**config.mk**
```make
export PLATFORM = sky130hd
export DESIGN_NAME = pc_fetch_ctrl
export DESIGN_NICKNAME = d
export VERILOG_FILES = /design/src/rtl/pc_fetch_ctrl.sv
export SDC_FILE = /design/constraint.sdc
export NUM_CORES = 1
export LEC_CHECK = 0
export ABC_AREA = 1
export CORE_MARGIN = 2
export CORE_UTILIZATION = 40
export CTS_BUF_LIST = sky130_fd_sc_hd__clkbuf_8
export DETAILED_ROUTE_END_ITERATION = 8
export GPL_TIMING_DRIVEN = 0
export PLACE_DENSITY = 0.95
export RECOVER_POWER = 100
export SLEW_MARGIN = 20
export SYNTH_ARGS = -nofsm -noshare
export SYNTH_HDL_FRONTEND = slang
export SYNTH_SLANG_ARGS = --single-unit
```
**constraint.sdc**
```tcl
create_clock -name clk -period 3.95 [get_ports clk]
set_input_delay 0.79 -clock clk [delete_from_list [all_inputs] [get_ports clk]]
set_output_delay 0.79 -clock clk [all_outputs]
set_load 0.02 [all_outputs]
```
**src/rtl/pc_fetch_ctrl.sv**
```systemverilog
// Fetch-stage PC controller: chooses the next PC and drives IF/ID and ID/EX
// pipeline controls for boot, sequential fetch, load-use stalls and redirects.
// Optional feature macro: PC_FETCH_CTRL_PERF_EN adds saturating stall/flush
// cycle counters (stall_cnt, flush_cnt).
module pc_fetch_ctrl #(
  parameter int unsigned     PC_W         = 32,
  parameter logic [PC_W-1:0] RESET_VEC    = '0,
  parameter int unsigned     FLUSH_CYCLES = 2
) (
  input  logic            clk,
  input  logic            rst,
  input  logic [PC_W-1:0] pc_cur,
  input  logic            imem_ready,
  input  logic            stall_req,
  input  logic            br_taken,
  input  logic [PC_W-1:0] br_target,
  input  logic            jmp_valid,
  input  logic [PC_W-1:0] jmp_target,
  output logic [PC_W-1:0] pc_next,
  output logic            pc_we,
  output logic            ifid_we,
  output logic            ifid_flush,
  output logic            idex_bubble,
  output logic [1:0]      state
`ifdef PC_FETCH_CTRL_PERF_EN
  ,
  output logic [15:0]     stall_cnt,
  output logic [15:0]     flush_cnt
`endif
);

  localparam int unsigned     CNT_W      = 2;
  localparam logic [CNT_W-1:0] FLUSH_LOAD = CNT_W'(FLUSH_CYCLES - 1);
  // A single-cycle flush is fully covered by the redirect cycle itself.
  localparam bit              SKIP_REDIR = (FLUSH_CYCLES == 1);

  typedef enum logic [1:0] {
    BOOT  = 2'd0,
    RUN   = 2'd1,
    STALL = 2'd2,
    REDIR = 2'd3
  } state_t;

  state_t           state_q, state_d;
  logic [CNT_W-1:0] cnt_q, cnt_d;

  // State and flush counter register; reset forces BOOT immediately.
  always_ff @(posedge clk or negedge rst) begin
    if (!rst) begin
      state_q <= BOOT;
      cnt_q   <= '0;
    end else begin
      state_q <= state_d;
      cnt_q   <= cnt_d;
    end
  end

  // Next-state and control outputs; outputs react to inputs in the same cycle
  // so a redirect steers the PC without losing a fetch slot.
  always_comb begin
    state_d     = state_q;
    cnt_d       = cnt_q;
    pc_next     = '0;
    pc_we       = 1'b0;
    ifid_we     = 1'b0;
    ifid_flush  = 1'b0;
    idex_bubble = 1'b0;

    case (state_q)
      BOOT: begin
        pc_next    = RESET_VEC;
        pc_we      = 1'b1;
        ifid_flush = 1'b1;
        cnt_d      = '0;
        state_d    = RUN;
      end

      RUN, STALL: begin
        if (br_taken || jmp_valid) begin
          pc_next    = br_taken ? br_target : jmp_target;
          pc_we      = 1'b1;
          ifid_flush = 1'b1;
          if (SKIP_REDIR) begin
            cnt_d   = '0;
            state_d = RUN;
          end else begin
            cnt_d   = FLUSH_LOAD;
            state_d = REDIR;
          end
        end else if (stall_req) begin
          idex_bubble = 1'b1;
          state_d     = STALL;
        end else if (state_q == STALL) begin
          // Release cycle: stall dropped, pipeline stays quiet for one cycle.
          state_d = RUN;
        end else if (imem_ready) begin
          pc_next = pc_cur + PC_W'(1);
          pc_we   = 1'b1;
          ifid_we = 1'b1;
        end
      end

      REDIR: begin
        ifid_flush = 1'b1;
        pc_we      = 1'b1;
        if (br_taken) begin
          // A resolved branch overrides the flush in progress and restarts it.
          pc_next = br_target;
          cnt_d   = FLUSH_LOAD;
        end else begin
          pc_next = pc_cur + PC_W'(1);
          if (cnt_q <= CNT_W'(1)) begin
            cnt_d   = '0;
            state_d = RUN;
          end else begin
            cnt_d = cnt_q - CNT_W'(1);
          end
        end
      end

      default: begin
        state_d = BOOT;
        cnt_d   = '0;
      end
    endcase
  end

  assign state = 2'(state_q);

`ifdef PC_FETCH_CTRL_PERF_EN
  // Saturating counts of STALL cycles and non-boot flush cycles.
  always_ff @(posedge clk or negedge rst) begin
    if (!rst) begin
      stall_cnt <= '0;
      flush_cnt <= '0;
    end else begin
      if ((state_q == STALL) && (stall_cnt != 16'hFFFF)) begin
        stall_cnt <= stall_cnt + 16'd1;
      end
      if (ifid_flush && (state_q != BOOT) && (flush_cnt != 16'hFFFF)) begin
        flush_cnt <= flush_cnt + 16'd1;
      end
    end
  end
`endif

endmodule

```
==> key figures, run 1 <==
Timing
  – Crit share post-route: 97.1%
  – Worst-Margin Slew: 0.576 ns
  – Setup TNS: 0 ns
  – Max-slew violation count: 0
  – Final setup violation count: 0
  – Crit path time final: 3.83 ns
  – Slew HR: 61.6%
  – RSZ-0062 raised after global routing: no
  – Worst clock skew: 0.000843 ns
  – Fmax: 261 MHz
  – Fin Hold WS: 0.540 ns
  – Hold Fails Final Rpt: 0

Power and ir drop
  – Power, Total: 1.55 mW
  – Logic pwr share: 89.6%
  – Worst VDD drop: 392 uV
  – P per Cell Area: 423 nW/um^2
  – Switching part of the total power: 56.1%
  – Static Leak: 1.76 nW
  – Internal Power: 0.681 mW
  – Psw: 0.870 mW
  – Sequential power share: 5.0%
  – Clock power share: 5.4%

Clock network
  – Clock transition at path regs: 0.03 ns
  – CTS tree: yes
  – Root buf cell: clkbuf_8
  – Htree depth: 1
  – Sink Count: 4
  – Cts hold-fix bufs: 0
  – Clock Latency Late Sink: 0.21 ns
  – Resized cells post-CTS: 9
  – CTS Buf Count: 3
  – Longest Clk Path Bufs: 2
  – Post-CTS setup buffers: 0

Global route
  – First-pass GRT wire length: 14.3 mm
  – Vias in the first global route: 3346
  – Total GRT Usage: 28.1%
  – Total grt overflow: 0
  – Initial antenna violation count: 0
  – Largest net degree at the start of global routing: 11

Synth
  – Mapped Area: 2180 um^2
  – Post-synthesis async set-or-reset flop share: 100%
  – Syn_nets: 550
  – EDFF count, synth: 0
  – Post-Synthesis Cells: 442
  – Netlist cell types: 35
  – Post-synthesis sequential area ratio: 4.60%
  – Flops & latches, synth: 4
  – Post-Syn Area per Cell: 4.93 um^2
  – Yosys warnings: 0
  – Synth Flop Type: dfrtp_1

Detailed routing
  – Starting DRC count in detailed routing: 186
  – DRC viols: 0
  – ANT nets after route: 0
  – WL/cell: 13.2 um
  – Vias per cell: 5.12
  – Wirelength, routed: 8.66 mm
  – Via count: 3351
  – First drt pass iteration count: 5

Finish
  – Reg area: 100 um^2
  – Diode count: 0
  – Filler instances: 466
  – NumNets Final: 694
  – Area of the multi-input gates: 1540 um^2
  – Commonest non-fill, non-tap cell in the layout: inv_1
  – Commonest non-fill, non-tap cells in the layout: 130 x inv_1, 103 x clkdlybuf4s50_1, 84 x nand2_1
  – Share of cells above drive strength 1: 6.16%
  – Util after Layout: 70.9%
  – Area grow syn2layout: 68.5%

Floorplanning
  – Starting Density: 42.1%
  – Full die area: 6050 um^2
  – I/O Pins: 140
  – Width of the chip: 77.8 um
  – DIE HEIGHT: 77.8 um
  – Core Region: 5170 um^2
  – Cell Rows: 26

Place
  – Final HPWL from detailed placement: 7.19 mm
  – PortBufs: 139
  – Gpl congestion: 0.960

Worst setup path
  – Crit path largest cell delay: 0.56 ns
  – Data required time of the worst path: 3.16 ns
  – Crit start category: primary input
  – Crit path kind: primary input to output pin
  – CP cell instances: clkdlybuf4s50_1, nand2_1, nor2_1, inv_1, nor3_2, nand2_1, o211ai_1, a21oi_1, clkdlybuf4s50_1
  – Crit. End Element: output pin
  – Critical path's slowest cell: clkdlybuf4s50_1
  – Crit Path Max Fanout: 5
  – Critical Path AT: 3.04 ns

Run status
  – Status: completed

Flow run
  – Max_cap viols: 0

Hold path
  – HP Class: register to register
## sequential cells by signal, summed over array words and instances (netlist names)
signal	count
cnt_q	2
state	2
## metal layers
metal	vias to the layer above	share of wire, %	track usage, %
met4	0	1.9	7.86
met5	-	0	0
li1	1657	-	-
met2	172	50	52.2
met3	18	7.5	3.84
met1	1504	40	33.4
## worst max-delay path: cells and delay by family
kind	cells	cell delay [ns]
AND/OR/NAND/NOR	4	0.80
buffers and inverters	3	1.22
AO/OA/AOI/OAI	2	0.23
## power groups by stage
stage	sequential [mW]	clock [mW]	combinational [mW]
finish	0.0772	0.0843	1.39
global route	0.0798	0.0891	1.50
CTS	0.0768	0.0859	1.48
detailed placement	0.0766	0	1.49
global placement	0.0759	0	1.47
floorplan	0.0855	0	0.823
## final timing paths
check | from | end | slack, ns | cells after the start
max in group asynchronous | rst | state[1]$_DFFE_PN0P_ | 2.92 | 1
worst max register to register | state[1]$_DFFE_PN0P_ | state[0]$_DFFE_PN0P_ | 2.40 | 7
worst min register to register | cnt_q[1]$_DFFE_PN0P_ | cnt_q[1]$_DFFE_PN0P_ | 0.54 | 1
worst max-delay path | pc_cur[11] | pc_next[14] | 0.12 | 9
min in group asynchronous | rst | state[0]$_DFFE_PN0P_ | 0.85 | 1
worst min-delay path | cnt_q[1]$_DFFE_PN0P_ | cnt_q[1]$_DFFE_PN0P_ | 0.54 | 1
## synth_stat cells, types with 2 or more instances
library cell | count | area share, %
inv_1 | 129 | 22
nor2_2 | 7 | 2.0
nand2_1 | 84 | 14
clkbuf_1 | 5 | 0.86
nor3_1 | 9 | 2.1
o211ai_1 | 3 | 1.0
nand3b_1 | 2 | 0.69
ha_1 | 6 | 3.4
nor2_1 | 47 | 8.1
a31oi_1 | 2 | 0.57
nand4_1 | 7 | 2.0
xor2_1 | 3 | 1.2
or2_2 | 5 | 1.4
o21ai_0 | 10 | 2.3
a21oi_2 | 2 | 0.80
a21oi_1 | 29 | 6.7
xnor2_1 | 2 | 0.80
o22ai_1 | 31 | 8.9
inv_2 | 3 | 0.52
buf_2 | 4 | 0.92
dfrtp_1 | 4 | 4.6
nand3_1 | 33 | 7.6
buf_6 | 3 | 1.6
## area by class of cell
type,instances,area share (%)
sequential,4,2.73
timing repair buffer,139,36.3
buffer,13,2.08
clock buffer,3,1.13
inverter,132,13.5
multi-input combinational,293,41.8
tap,70,2.39
## per-stage QoR
step	worst slack [ns]	instances	area, um^2
after floorplan	1.07	442	2180
after global placement	-0.0908	651	3660
after detailed placement	-0.143	651	3660
after CTS	0.00720	654	3700
after global routing	0.0107	654	3670
final	0.115	654	3670
## logic make-up after synthesis
family                   Yosys count  synth area share [%]
AND/OR/NAND/NOR                  200                  40.5
adder cells (fa/ha/maj)            6                  3.45
XOR/XNOR                           5                  2.01
flip-flops                         4                  4.60
AO/OA/AOI/OAI                     82                  23.2
buffers and inverters            145                  26.3
Power figures use the tool's default switching activity.
==> inputs of run 2 (changes only) <==
--- a/config.mk
+++ b/config.mk
@@ -13,6 +13,7 @@
 export GPL_TIMING_DRIVEN = 0
 export PLACE_DENSITY = 0.95
 export RECOVER_POWER = 100
+export SKIP_LAST_GASP = 1
 export SLEW_MARGIN = 20
 export SYNTH_ARGS = -nofsm -noshare
 export SYNTH_HDL_FRONTEND = slang
==> key figures, run 2 (synthesized netlist as in run 1, its figures left out) <==
Detailed routing
  – Via count: 3338 (-0.39%)
  – Starting DRC count in detailed routing: 165 (-11%)
  – WL/cell: 13.2 um (-0.22%)
  – ANT nets after route: 0 (unchanged)
  – Wirelength, routed: 8.64 mm (-0.22%)
  – First drt pass iteration count: 6 (+1)
  – DRC viols: 0 (unchanged)
  – Vias per cell: 5.10 (-0.39%)

Worst setup path
  – Crit start category: primary input
  – Crit path kind: primary input to output pin
  – Reg2reg setup slack: 2.41 ns (about the same)
  – Reg2Reg Launch Point: state[1]$_DFFE_PN0P_
  – Crit Path Max Fanout: 5 (unchanged)
  – Crit. End Element: output pin
  – Critical Path AT: 3.05 ns (about the same)
  – Buf/Inv on CP: 2 (-1)
  – Critical path's slowest cell: dlygate4sd3_1
  – CP dominant cell by count: nand2_1
  – Crit path largest cell delay: 0.69 ns (+0.13 ns)
  – Crit path from: pc_cur[0]
  – CP cell instances: clkdlybuf4s50_1, nand2_1, nor2_4, nand2_1, nor2_2, o221ai_2, a21oi_2, dlygate4sd3_1
  – Data required time of the worst path: 3.16 ns (about the same)
  – CP top delay family: buffers and inverters

Global route
  – Total grt overflow: 0 (unchanged)
  – First-pass GRT wire length: 14.3 mm (unchanged)
  – Total GRT Usage: 28.1% (unchanged)
  – Vias in the first global route: 3346 (unchanged)
  – Largest net degree at the start of global routing: 11 (unchanged)
  – Initial antenna violation count: 0 (unchanged)

Clock network
  – Htree depth: 1 (unchanged)
  – Root buf cell: clkbuf_8
  – Longest Clk Path Bufs: 2 (unchanged)
  – Clock transition at path regs: 0.03 ns (about the same)
  – CTS Buf Count: 3 (unchanged)
  – CTS tree: yes
  – Clock Latency Late Sink: 0.22 ns (about the same)
  – Sink Count: 4 (unchanged)

Finish
  – Reg area: 100 um^2 (unchanged)
  – Commonest non-fill, non-tap cells in the layout: 130 x inv_1, 105 x clkdlybuf4s50_1, 85 x nand2_1
  – Area of the multi-input gates: 1540 um^2 (unchanged)
  – Diode count: 0 (unchanged)
  – Filler instances: 463 (-0.64%)
  – NumNets Final: 694 (unchanged)
  – Post-route cell area: 3690 um^2 (+0.55%)
  – Share of cells above drive strength 1: 6.16% (unchanged)
  – Area grow syn2layout: 69.4%
  – Commonest non-fill, non-tap cell in the layout: inv_1

Timing
  – Worst clock skew: 0.00108 ns (+0.000236 ns)
  – Slew HR: 61.3% (-0.36 points)
  – Setup TNS: 0 ns (unchanged)
  – Crit path time final: 3.84 ns (+0.00156 ns)
  – Crit share post-route: 97.1% (about the same)
  – Worst-Margin Slew: 0.581 ns (+0.00540 ns)
  – Hold Fails Final Rpt: 0 (unchanged)
  – Fin Hold WS: 0.545 ns (+0.00514 ns)
  – RSZ-0062 raised after global routing: no
  – Fmax: 261 MHz (about the same)
  – Max-slew violation count: 0 (unchanged)
  – Final setup violation count: 0 (unchanged)

Floorplanning
  – Core Region: 5170 um^2 (unchanged)
  – Starting Density: 42.1% (unchanged)
  – Width of the chip: 77.8 um (unchanged)
  – I/O Pins: 140 (unchanged)
  – Cell Rows: 26 (unchanged)
  – DIE HEIGHT: 77.8 um (unchanged)
  – Full die area: 6050 um^2 (unchanged)

Power and ir drop
  – P per Cell Area: 426 nW/um^2 (+0.79%)
  – Power, Total: 1.57 mW (+1.3%)
  – Static Leak: 1.77 nW (+0.39%)
  – Worst VDD drop: 396 uV (+0.85%)

Place
  – PortBufs: 139 (unchanged)
  – Final HPWL from detailed placement: 7.19 mm (unchanged)
  – Area after DPL: 3660 um^2 (unchanged)
  – Gpl congestion: 0.960 (unchanged)

Hold path
  – HP Class: register to register
  – Min-delay src: cnt_q[1]$_DFFE_PN0P_

Run status
  – Status: completed

Flow run
  – Max_cap viols: 0 (unchanged)
run 2: cell count changes in the layout (fill, tap and decap cells not counted), sizes merged:
cell           previous run  this run
clkbuf                   17        14
dlygate4sd3              19        21
dlygate4sd2               6         5
clkdlybuf4s50           103       105
run 2: what timing repair did:
action | CTS | global route
cloned | 0 | 0
gates resized for setup | 8 | 14
hold buffers | 0 | 0
setup buffers | 0 | 0
setup endpoints to repair | 9 | 24
run 2: power by group:
group | total, mW | switching [mW] | internal [mW]
Combinational | 1.41 | 0.831 | 0.580
Sequential | 0.0772 | 0.0189 | 0.0583
Clock | 0.0845 | 0.0197 | 0.0648
run 2: metal layers:
layer	track usage, %	wire length, um	share of wire, %	vias to the layer above
li1	-	-	-	1663
met1	33.4	3400	39	1480
met2	52.2	4360	50	179
met3	3.84	731	8.5	16
met4	7.86	143	1.7	0
met5	0	0	0	-
run 2: worst paths after layout:
| check | endpoint | depth (start not counted) |
|---|---|---|
| max | pc_next[9] | 8 |
| min | cnt_q[1]$_DFFE_PN0P_ | 1 |
| max reg2reg | state[0]$_DFFE_PN0P_ | 7 |
| min reg2reg | cnt_q[1]$_DFFE_PN0P_ | 1 |
| max in group asynchronous | state[1]$_DFFE_PN0P_ | 1 |
| min in group asynchronous | state[0]$_DFFE_PN0P_ | 1 |
run 2: cell type report:
cell class / count / area share (%)
buffer: 13 / 2.07
clock buffer: 3 / 1.12
inverter: 132 / 13.4
multi-input combinational: 293 / 41.6
sequential: 4 / 2.71
tap: 70 / 2.37
timing repair buffer: 139 / 36.7
run 2: through the flow:
| stage | worst slack [ns] | std cells | util (%) |
|---|---|---|---|
| after CTS | -0.0186 | 654 | 71.6 |
| after floorplan | 1.07 | 442 | - |
| after detailed placement | -0.143 | 651 | 70.7 |
| after global placement | -0.0908 | 651 | 70.7 |
| after global routing | 0.00725 | 654 | 71.3 |
| final | 0.114 | 654 | 71.3 |
==> inputs of run 3 (changes only) <==
--- a/config.mk
+++ b/config.mk
@@ -13,6 +13,7 @@
 export GPL_TIMING_DRIVEN = 0
 export PLACE_DENSITY = 0.95
 export RECOVER_POWER = 100
+export SETUP_SLACK_MARGIN = 0.1
 export SKIP_LAST_GASP = 1
 export SLEW_MARGIN = 20
 export SYNTH_ARGS = -nofsm -noshare
==> constraint.sdc (replaced) <==
create_clock -name clk -period 4.45 [get_ports clk]
set_input_delay 0.89 -clock clk [delete_from_list [all_inputs] [get_ports clk]]
set_output_delay 0.89 -clock clk [all_outputs]
set_load 0.02 [all_outputs]
==> key figures, run 3 (synthesized netlist as in run 1, its figures left out) <==
Timing
  – Worst-Margin Slew: 0.581 ns (-0.000505 ns)
  – Slew HR: 61.3% (about the same)
  – Worst clock skew: 0.000424 ns (-0.000654 ns)
  – Fmax: 233 MHz
  – Max-slew violation count: 0 (unchanged)
  – Setup TNS: 0 ns (unchanged)
  – Crit path time final: 4.29 ns
  – RSZ-0062 raised after global routing: no
  – Hold Fails Final Rpt: 0 (unchanged)
  – Crit share post-route: 96.4%
  – Final setup violation count: 0 (unchanged)

Worst setup path
  – Crit path largest cell delay: 0.68 ns (about the same)
  – Critical Path AT: 3.40 ns (+0.35 ns)
  – Buf/Inv on CP: 3 (+1)
  – Crit Path Max Fanout: 5 (unchanged)
  – Worst reg2reg path depth: 7 (unchanged)
  – RR Endpoint: state[0]$_DFFE_PN0P_
  – CP cell instances: clkdlybuf4s50_1, nand2_1, nor2_1, inv_1, nor3_1, nand2_1, o211ai_1, a21oi_1, dlygate4sd3_1
  – Crit. path cell count: 9 (+1)
  – Reg2reg setup slack: 2.93 ns (+0.52 ns)
  – CP dominant cell by count: nand2_1
  – Crit path kind: primary input to output pin
  – Crit start category: primary input
  – Crit path from: pc_cur[11]
  – Data required time of the worst path: 3.56 ns (+0.40 ns)
  – Reg2Reg Launch Point: state[1]$_DFFE_PN0P_
  – Crit. End Element: output pin
  – CP top delay family: buffers and inverters
  – Critical path endpoint: pc_next[14]
  – Critical path's slowest cell: dlygate4sd3_1

Hold path
  – HP Class: register to register

Clock network
  – Clock transition at path regs: 0.03 ns (about the same)
  – CTS Buf Count: 3 (unchanged)
  – Longest Clk Path Bufs: 2 (unchanged)
  – Post-CTS setup buffers: 0 (unchanged)
  – Htree depth: 1 (unchanged)
  – Clock Latency Late Sink: 0.21 ns (about the same)
  – Root buf cell: clkbuf_8
  – Sink Count: 4 (unchanged)
  – CTS tree: yes

Global route
  – First-pass GRT wire length: 14.3 mm (unchanged)
  – Initial antenna violation count: 0 (unchanged)
  – Largest net degree at the start of global routing: 11 (unchanged)
  – Total grt overflow: 0 (unchanged)
  – Total GRT Usage: 28.1% (unchanged)
  – Vias in the first global route: 3346 (unchanged)

Place
  – Gpl congestion: 0.960 (unchanged)
  – PortBufs: 139 (unchanged)
  – Final HPWL from detailed placement: 7.19 mm (unchanged)
  – Cells after DPL: 651 (unchanged)

Power and ir drop
  – Internal Power: 0.631 mW (-10%)
  – Static Leak: 1.75 nW (-1.0%)
  – Psw: 0.767 mW (-12%)
  – P per Cell Area: 379 nW/um^2 (-11%)
  – Switching part of the total power: 54.8% (-0.45 points)
  – Power, Total: 1.40 mW (-11%)
  – Worst VDD drop: 350 uV (-11%)
  – Sequential power share: 4.9% (about the same)
  – Clock power share: 5.3% (about the same)
  – Logic pwr share: 89.8% (about the same)

Detailed routing
  – First drt pass iteration count: 5 (-1)
  – DRC viols: 0 (unchanged)
  – WL/cell: 13.1 um (-0.85%)
  – Starting DRC count in detailed routing: 187 (+13%)
  – ANT nets after route: 0 (unchanged)
  – Via count: 3315 (-0.69%)
  – Vias per cell: 5.07 (-0.69%)
  – Wirelength, routed: 8.56 mm (-0.85%)

Floorplanning
  – Core Region: 5170 um^2 (unchanged)
  – Cell Rows: 26 (unchanged)
  – DIE HEIGHT: 77.8 um (unchanged)
  – Width of the chip: 77.8 um (unchanged)
  – Starting Density: 42.1% (unchanged)
  – I/O Pins: 140 (unchanged)
  – Full die area: 6050 um^2 (unchanged)

Finish
  – Commonest non-fill, non-tap cells in the layout: 129 x inv_1, 102 x clkdlybuf4s50_1, 84 x nand2_1
  – Reg area: 100 um^2 (unchanged)
  – Commonest non-fill, non-tap cell in the layout: inv_1
  – Diode count: 0 (unchanged)
  – Share of cells above drive strength 1: 5.82% (-0.34 points)
  – Area grow syn2layout: 69.3%
  – Finished Layout Cells: 654 (unchanged)
  – Filler instances: 457 (-1.3%)
  – Area of the multi-input gates: 1520 um^2 (-1.1%)
  – NumNets Final: 694 (unchanged)

Run status
  – Status: completed

Flow run
  – Max_cap viols: 0 (unchanged)
run 3: how the worst min path moves through the flow:
stage / from / endpoint / slack, ns / cells past startpoint
floorplan: cnt_q[1]$_DFFE_PN0P_ / cnt_q[1]$_DFFE_PN0P_ / 0.50 / 1
global placement: cnt_q[1]$_DFFE_PN0P_ / cnt_q[1]$_DFFE_PN0P_ / 0.52 / 1
detailed placement: cnt_q[1]$_DFFE_PN0P_ / cnt_q[1]$_DFFE_PN0P_ / 0.53 / 1
CTS: cnt_q[1]$_DFFE_PN0P_ / cnt_q[1]$_DFFE_PN0P_ / 0.54 / 1
global route: cnt_q[1]$_DFFE_PN0P_ / cnt_q[1]$_DFFE_PN0P_ / 0.58 / 1
finish: cnt_q[1]$_DFFE_PN0P_ / cnt_q[1]$_DFFE_PN0P_ / 0.54 / 1
run 3: area by class of cell:
class                      count  area share [%]
multi-input combinational    293            41.2
sequential                     4            2.72
buffer                        13            2.07
clock buffer                   3            1.12
inverter                     132            13.4
timing repair buffer         139            37.1
tap                           70            2.38
run 3: routing by layer:
layer	part of all wire [%]	vias up	track usage (%)
li1	-	1663	-
met1	41	1483	33.4
met2	50	151	52.2
met3	7.3	18	3.84
met4	2.0	0	7.86
met5	0	-	0
run 3: timing repair:
item | in CTS | in global routing
resized for setup | 0 | 7
hold buffers | 0 | 0
setup endpoints to repair | 0 | 8
run 3: metrics by stage:
stage	util (%)	hold slack, ns	setup slack (ns)	instance area [um^2]
floorplan	-	0.503	1.39	2180
global placement	70.7	0.521	0.209	3660
detailed placement	70.7	0.534	0.157	3660
CTS	71.5	0.539	0.143	3700
global route	71.2	0.579	0.0773	3680
finish	71.2	0.540	0.160	3680
run 3: power by group through the flow:
stage	clock network [mW]	registers, mW	logic, mW
6_report	0.0747	0.0683	1.26
5_1_grt	0.0800	0.0709	1.36
4_1_cts	0.0763	0.0681	1.34
3_5_place_dp	0	0.0680	1.33
3_3_place_gp	0	0.0674	1.30
2_1_floorplan	0	0.0759	0.730
